[src/rtl/iter_alu_exec.sv]
// Multi-cycle execute unit: single-cycle logic/arith/compare, iterative one-bit-per-cycle shifts,
// valid/ready handshake on both request and result sides.
module iter_alu_exec #(
  parameter int unsigned WIDTH = 32
) (
  input  logic             clk,
  input  logic             rst_n,
  input  logic             in_valid,
  output logic             in_ready,
  input  logic [3:0]       alu_control,
  input  logic [WIDTH-1:0] src_a,
  input  logic [WIDTH-1:0] src_b,
  output logic             out_valid,
  input  logic             out_ready,
  output logic [WIDTH-1:0] result,
  output logic             zero,
  output logic             illegal_op
);
  localparam int unsigned SHW = $clog2(WIDTH);

  localparam logic [3:0] OP_ADD  = 4'b0000;
  localparam logic [3:0] OP_SUB  = 4'b0001;
  localparam logic [3:0] OP_SLL  = 4'b0010;
  localparam logic [3:0] OP_SLT  = 4'b0011;
  localparam logic [3:0] OP_SLTU = 4'b0100;
  localparam logic [3:0] OP_XOR  = 4'b0101;
  localparam logic [3:0] OP_SRA  = 4'b0110;
  localparam logic [3:0] OP_SRL  = 4'b0111;
  localparam logic [3:0] OP_OR   = 4'b1000;
  localparam logic [3:0] OP_AND  = 4'b1001;

  typedef enum logic [1:0] {S_IDLE, S_SHIFT, S_DONE} state_e;

  state_e           state_q, state_d;
  logic [3:0]       op_q, op_d;
  logic [WIDTH-1:0] res_q, res_d;
  logic [SHW-1:0]   cnt_q, cnt_d;
  logic             zero_q, zero_d;
  logic             ill_q, ill_d;
  logic             in_ready_q, in_ready_d;
  logic             out_valid_q, out_valid_d;

  logic [WIDTH-1:0] alu_res;
  logic [SHW-1:0]   shamt;
  logic             is_shift;
  logic             is_illegal;
  logic [WIDTH-1:0] first_shift;
  logic [WIDTH-1:0] next_shift;

  // One bit-position step of the iterative shifter.
  function automatic logic [WIDTH-1:0] shift_one(input logic [3:0] op, input logic [WIDTH-1:0] v);
    case (op)
      OP_SLL:  return {v[WIDTH-2:0], 1'b0};
      OP_SRA:  return {v[WIDTH-1], v[WIDTH-1:1]};
      default: return {1'b0, v[WIDTH-1:1]};
    endcase
  endfunction

  // Single-cycle ops, evaluated on the request as it is accepted.
  always_comb begin
    alu_res = '0;
    case (alu_control)
      OP_ADD:  alu_res = src_a + src_b;
      OP_SUB:  alu_res = src_a + ~src_b + WIDTH'(1);
      OP_SLT:  alu_res = WIDTH'($signed(src_a) < $signed(src_b));
      OP_SLTU: alu_res = WIDTH'(src_a < src_b);
      OP_XOR:  alu_res = src_a ^ src_b;
      OP_OR:   alu_res = src_a | src_b;
      OP_AND:  alu_res = src_a & src_b;
      default: alu_res = '0;
    endcase
  end

  assign shamt       = src_b[SHW-1:0];
  assign is_shift    = (alu_control == OP_SLL) || (alu_control == OP_SRA) || (alu_control == OP_SRL);
  assign is_illegal  = (alu_control > OP_AND);
  assign first_shift = shift_one(alu_control, src_a);
  assign next_shift  = shift_one(op_q, res_q);

  // The first shift step happens on the accept edge so latency equals shamt.
  always_comb begin
    state_d = state_q;
    op_d    = op_q;
    res_d   = res_q;
    cnt_d   = cnt_q;
    zero_d  = zero_q;
    ill_d   = ill_q;
    case (state_q)
      S_IDLE: begin
        if (in_valid && in_ready_q) begin
          op_d  = alu_control;
          ill_d = is_illegal;
          if (is_shift && (shamt != '0)) begin
            res_d  = first_shift;
            cnt_d  = shamt - SHW'(1);
            zero_d = (first_shift == '0);
            state_d = (shamt == SHW'(1)) ? S_DONE : S_SHIFT;
          end else begin
            res_d   = is_shift ? src_a : alu_res;
            cnt_d   = '0;
            zero_d  = is_shift ? (src_a == '0) : (alu_res == '0);
            state_d = S_DONE;
          end
        end
      end
      S_SHIFT: begin
        res_d = next_shift;
        cnt_d = cnt_q - SHW'(1);
        if (cnt_q == SHW'(1)) begin
          zero_d  = (next_shift == '0);
          state_d = S_DONE;
        end
      end
      S_DONE: begin
        if (out_ready) state_d = S_IDLE;
      end
      default: state_d = S_IDLE;
    endcase
    in_ready_d  = (state_d == S_IDLE);
    out_valid_d = (state_d == S_DONE);
  end

  always_ff @(posedge clk) begin
    if (!rst_n) begin
      state_q     <= S_IDLE;
      op_q        <= '0;
      res_q       <= '0;
      cnt_q       <= '0;
      zero_q      <= 1'b0;
      ill_q       <= 1'b0;
      in_ready_q  <= 1'b0;
      out_valid_q <= 1'b0;
    end else begin
      state_q     <= state_d;
      op_q        <= op_d;
      res_q       <= res_d;
      cnt_q       <= cnt_d;
      zero_q      <= zero_d;
      ill_q       <= ill_d;
      in_ready_q  <= in_ready_d;
      out_valid_q <= out_valid_d;
    end
  end

  assign in_ready   = in_ready_q;
  assign out_valid  = out_valid_q;
  assign result     = res_q;
  assign zero       = zero_q;
  assign illegal_op = ill_q;

endmodule

[config.mk]
export PLATFORM = sky130hd
export DESIGN_NAME = iter_alu_exec
export DESIGN_NICKNAME = d
export VERILOG_FILES = /design/src/rtl/iter_alu_exec.sv
export SDC_FILE = /design/constraint.sdc
export NUM_CORES = 1
export LEC_CHECK = 0
export ABC_AREA = 1
export BUFFER_PORTS_ARGS = -buffer_cell sky130_fd_sc_hd__buf_4
export CAP_MARGIN = 20
export CORE_UTILIZATION = 55
export CTS_CLUSTER_DIAMETER = 200
export DETAILED_ROUTE_END_ITERATION = 6
export HOLD_SLACK_MARGIN = 0.1
export PLACE_DENSITY = 0.76
export SLEW_MARGIN = 20
export SYNTH_ARGS = -nofsm -noshare
export SYNTH_HDL_FRONTEND = slang
export SYNTH_SLANG_ARGS = --single-unit
[constraint.sdc]
create_clock -name clk -period 2.9 [get_ports clk]
set_input_delay 0.435 -clock clk [delete_from_list [all_inputs] [get_ports clk]]
set_output_delay 0.435 -clock clk [all_outputs]
set_load 0.005 [all_outputs]
Word level (Yosys, flattened, before mapping) --
Cells that the tools add are included.
Word-level totals: input bits 72, logic and storage cells 75, register bits 47
Cells by class: add/sub/neg operators 5, multiplexer cells 21, $lt $le $gt $ge 3, reductions and logical operators 16, equality and inequality tests 18, bitwise logic cells 4
Operators with widths (number):
- case mux 32 bit (7 select lines) | 1
- case mux 32 bit (2 select lines) | 3
- zero test 32 bit | 4
- two-way mux 32 bit | 3
- adder 32 bit | 2
- < comparator 32 bit | 2
- adder 32 x 1 -> 32 bit (second input constant) | 1
- bitwise AND 32 bit | 1
- inverter 32 bit | 1
- OR 32 bit | 1
- XOR 32 bit | 1
- == test 4 x 3 -> 1 bit (second input constant) | 5
- == test 4 x 2 -> 1 bit (second input constant) | 3
- == test 5 x 1 -> 1 bit (second input constant) | 2
- two-way mux 2 bit | 5
- two-way mux 5 bit | 2
- case mux 5 bit (2 select lines) | 1
- subtractor 5 x 1 -> 5 bit (second input constant) | 2
- == test 4 bit (second input constant) | 2
- case mux 2 bit (3 select lines) | 1
- nonzero test 5 bit | 1
- == test 2 bit (second input constant) | 2
- == test 4 x 1 -> 1 bit (second input constant) | 1
- > comparator 4 bit (second input constant) | 1
- 11 further kinds | 19

Logic depth before layout (Yosys ltp) --
depth after elaboration 9, mapped depth 26, mapped depth without buffers 25

Worst setup path after synthesis --
Ideal clock, no wire load.
path type input to register, start in src_a[0], end reg zero_q (netlist: zero), data arrival time 2.489 ns, stages on the path 25, buffers on the path 0, setup time 0.070 ns, slack 0.341 ns, cell sequence inv_1 -> ha_1 -> inv_1 -> fa_1 -> nand2_2 -> nand2_1 -> nand3_1 -> nand2_1 -> nand2_1 -> nand2_1 -> nand2_1 -> nand3_1 -> nand2_1 -> nor2_1 -> nor2_1 -> nand2_1 -> nor2_1 -> nand2_1 -> nor2_1 -> nand2_1 -> nand2_1 -> nand2_1 -> nand2_1 -> nand2_1 -> a21oi_1
On the way: word-level cells in the longest chain between the ends 8, elaborated cells on any way between the ends 17, those cells by class 3 x add/sub; 2 x order compare; 6 x mux; 3 x bitwise; 3 x reduce/logical
RTL lines:
- start: declaration | RTL line 11 | input logic [WIDTH-1:0] src_a,
- adder 32 bit | RTL line 64 | OP_SUB: alu_res = src_a + ~src_b + WIDTH'(1);
- adder 32 x 1 -> 32 bit | RTL line 64
- case mux 32 bit (7 select lines) | RTL line 62 | case (alu_control)
- zero test 32 bit | RTL line 101 | zero_d = is_shift ? (src_a == '0) : (alu_res == '0);
- two-way mux 1 bit | RTL line 101
- two-way mux 1 bit * | RTL line 93 | if (is_shift && (shamt != '0)) begin
- two-way mux 1 bit * | RTL line 90 | if (in_valid && in_ready_q) begin
- case mux 1 bit (2 select lines) * | RTL line 88 | case (state_q)
- end signal: assignment | RTL line 138 | zero_q <= zero_d;
- end: declaration | RTL line 38 | logic zero_q, zero_d;
Every way passes the cells marked *; elsewhere a longest branch is shown, timed or not. The select of a mux whose other input is x is not followed. A chain may end at the register's enable or synchronous reset.

Worst setup path in the final report --
start in alu_control[1], end reg zero_q (netlist: zero)
On the way: word-level cells in the longest chain between the ends 7, elaborated cells on any way between the ends 21, those cells by class 9 x eq/ne; 6 x mux; 6 x reduce/logical
RTL lines:
- start: declaration | RTL line 10 | input logic [3:0] alu_control,
- == test 4 bit (tied with other cells) | RTL line 62
- case mux 32 bit (7 select lines) or logical OR 1 bit (tied branches) | RTL line 62, 75
- zero test 32 bit or logical OR 1 bit (tied branches) | RTL line 101, 75
- two-way mux 1 bit or logical AND 1 bit (tied branches) | RTL line 101, 93
- two-way mux 1 bit * | RTL line 93
- two-way mux 1 bit * | RTL line 90
- case mux 1 bit (2 select lines) * | RTL line 88
Marked as above.

==> summary.txt <==
Finish
  • Fill cells: 1328
  • Register area: 941 µm²
  • Fin nets: 2401
  • Synth-to-layout area growth: 41.7%
  • Share of cells above drive strength 1: 29.6%
  • Multi-input gate area: 8510 µm²

Clock network
  • H-tree depth: 2
  • Worst skew pair latency: 290 ps
  • CTS Buf Count: 5
  • # clock sinks: 47
  • Max Buffers Root-to-Sink: 2
  • CTS tree: done
  • Root Driver: clkbuf_16
  • Clk slew on worst S/H paths: 60 ps

Global routing
  • Global-route wire length before repair: 67300 µm
  • Grt ovf: 0
  • Pin count of the biggest net entering global routing: 49
  • Global-route usage over all layers: 47.0%
  • Antenna violations before repair: 3
  • Vias in the first global route: 13300

Synthesis
  • Most used DFF post-synth: dfxtp_1
  • Area of the mapped netlist: 10000 µm²
  • Post-Synth Adder-Cell Area: 13.8%
  • Async SR Flop Fraction: 0%
  • #FFs+latches synth: 47
  • Synth top cells by count: nand2_1 (538), inv_1 (296), nor2_1 (194)
  • Yosys Warn Count: 0
  • Count leader, synth: nand2_1
  • Sequential area share after synthesis: 9.41%
  • Syn_area_per_cell: 5.32 µm²
  • Post-synthesis cell type count: 47
  • Synth top area share: 20.2%
  • Largest area contributor in the netlist: nand2_1
  • Post-Syn Nets: 2059
  • Largest cells by area after synthesis: nand2_1 (20%), ha_1 (13%), inv_1 (11%)
  • Main combinational cell family by area after synthesis: simple AND/OR/NAND/NOR gates
  • Post-synth EDFFs: 0
  • Compound-cell area share of the yosys netlist: 19.1%
  • Proportion of synthesized area in mux cells: 0%
  • Syn Inst Count: 1878
  • XOR/XNOR Fraction of Synth Area: 0.175%
  • Simple-gate share of the synthesized area: 42.3%

Hold path
  • Hold Path Class: in2reg

Setup path
  • Critical path type: in2reg
  • FF-to-FF Start: op_q[1]
  • R2R cell count: 13
  • Worst Path Arrival: 3210 ps
  • Startpoint Class: input pin
  • Critical path fanouts, max: 9
  • Crit. End Element: flip-flop
  • Critical R2R Capture: zero
  • Worst path required time: 3120 ps
  • Worst setup path end: zero
  • FF-to-FF setup slack: 180 ps
  • Setup crit start: alu_control[1]

Floorplan
  • IO Pins: 108
  • Die X: 137 µm
  • Initial core utilization: 57.0%
  • Die H: 137 µm
  • Cell Rows: 48
  • Core area: 17500 µm²
  • DIE AREA: 18700 µm²

Placement
  • GPL Wtd Cong: 1.07
  • Post-DP HPWL: 36000 µm
  • Port Buf Inserts: 107

Run status
  • Status: finished, violations left
  • Violated checks: setup timing

Detailed routing
  • Final WL: 47000 µm
  • Antenna-violating nets left: 0
  • WL per Instance: 19.2 µm
  • Vias per Instance: 6.09
  • DRC viols: 0
  • Initial DRC count: 2085
  • Drt first pass iters: 6
  • Total number of vias: 14900

Job
  • Max Cap Viol: 0

Timing
  • Least-Margin Pin Slew: 987 ps
  • FMAX: 0.335 GHz
  • Skew final: 3.90 ps
  • Final WS setup: -87.0 ps
  • Hold slack: 456 ps
  • Slew HR: 34.0%
  • Fin. max-slew vios: 0
  • Final setup vio count: 1
  • Fin. Hold Viols: 0
  • Post-layout min period: 2990 ps
  • Final worst-path cycle share: 103%

Power and ir drop
  • Pwr dens: 274 nW/µm²
  • Worst vdd ir: 0.335 mV
  • LEAKAGE: 0.00738 µW
  • Post-layout power: 3880 µW
[worst min-delay path by stage]
stage          slack (ps)           start  depth (start not counted)      end
2_1_floorplan         430         op_q[1]                          2  op_q[1]
3_3_place_gp          440         op_q[1]                          2  op_q[1]
3_5_place_dp          460         op_q[1]                          2  op_q[1]
4_1_cts               450  alu_control[3]                          3  op_q[3]
5_1_grt               460  alu_control[3]                          3  op_q[3]
6_report              460  alu_control[3]                          3  op_q[3]
[logic make-up after synthesis]
group / count (synthesis)
and+or+nand+nor: 1007
buffers and inverters: 381
AOI/OAI and AO/OA: 332
adders and majority gates: 109
DFF: 47
xor gates and xnor gates: 2
[power by group]
group | switching [µW] | internal [µW] | leakage (µW)
combinational | 1540 | 1050 | 0.00694
sequential | 47.5 | 696 | 0.000384
clock | 237 | 310 | 0.0000628
total | 1820 | 2060 | 0.00738
[sequential cells by signal (all words and copies together), names as in the netlist]
register    count
cnt_q           5
illegal_op      1
in_ready        1
op_q            4
out_valid       1
result         32
state_q         2
zero            1
[cell type report]
cell class,instances,share of cell area (%)
antenna,2,0.0353
clock buffer,6,0.910
inverter,303,8.05
multi-input combinational,1450,60.0
sequential,47,6.64
tap,225,1.99
timing repair buffer,413,22.3
[per-stage QoR]
step           instance area, µm²  setup slack [ps]  instances  util (%)  setup TNS (ps)
6_report                    14200             -87.0       2446      80.8           -87.0
5_1_grt                     14200              -463       2444      80.8            -547
4_1_cts                     13100              11.5       2427      74.5               0
3_5_place_dp                12900              -378       2421      73.6            -994
3_3_place_gp                12900              -317       2421      73.6            -850
2_1_floorplan               10000               341       1878         -               0
[layer usage]
layer	wire, µm	track usage [%]	vias up
li1	-	-	6769
met1	16800	54.4	6595
met2	20300	74.2	1206
met3	5890	13.5	333
met4	3940	33.3	4
met5	30	0	-
[layout by cell type (no fill, tap or decap), types with 3 or more instances in the layout]
master     instances
nand2_1          485
buf_4            405
inv_1            274
nand3_1          157
nor2_1           143
a21oi_1          113
o21ai_0           99
ha_1              76
nand2_2           56
dfxtp_1           47
nor2_2            41
inv_2             28
nand4_1           27
o22ai_1           25
nand3_2           23
o221ai_1          22
ha_4              22
nor3_1            19
nor2_4            18
o211ai_1          17
a21oi_2           16
o21bai_1          10
ha_2               9
nand3b_1           8
o21ai_1            7
nor4_1             7
a221oi_1           6
nor3_2             6
a31oi_1            5
clkbuf_16          5
nor3_4             4
buf_12             4
buf_6              4
nand3_4            3
[critical path, cell delays in order]
cell and delay (ps):
buf_4 100, buf_4 150, nor2_1 70, nand2_1 190
buf_12 160, o21ai_0 170, nor2_1 280, nand3_4 150
nor2_2 150, nand2_2 90, nor2_4 240, nand3_2 140
nor2_4 150, nand3_2 120, nor2_2 130, nand2_1 50
nand2_1 60, nand2_1 50, nand2_1 80, nand2_2 60
a21oi_2 160
[what timing repair did]
action / in CTS / in global routing
pin swaps: 1 / 65
gates resized for setup: 7 / 261
hold buffers: 0 / 0
buffers inserted: 0 / 18
endpoints found under the setup margin: 1 / 5
(Power assumes the default switching activity.)
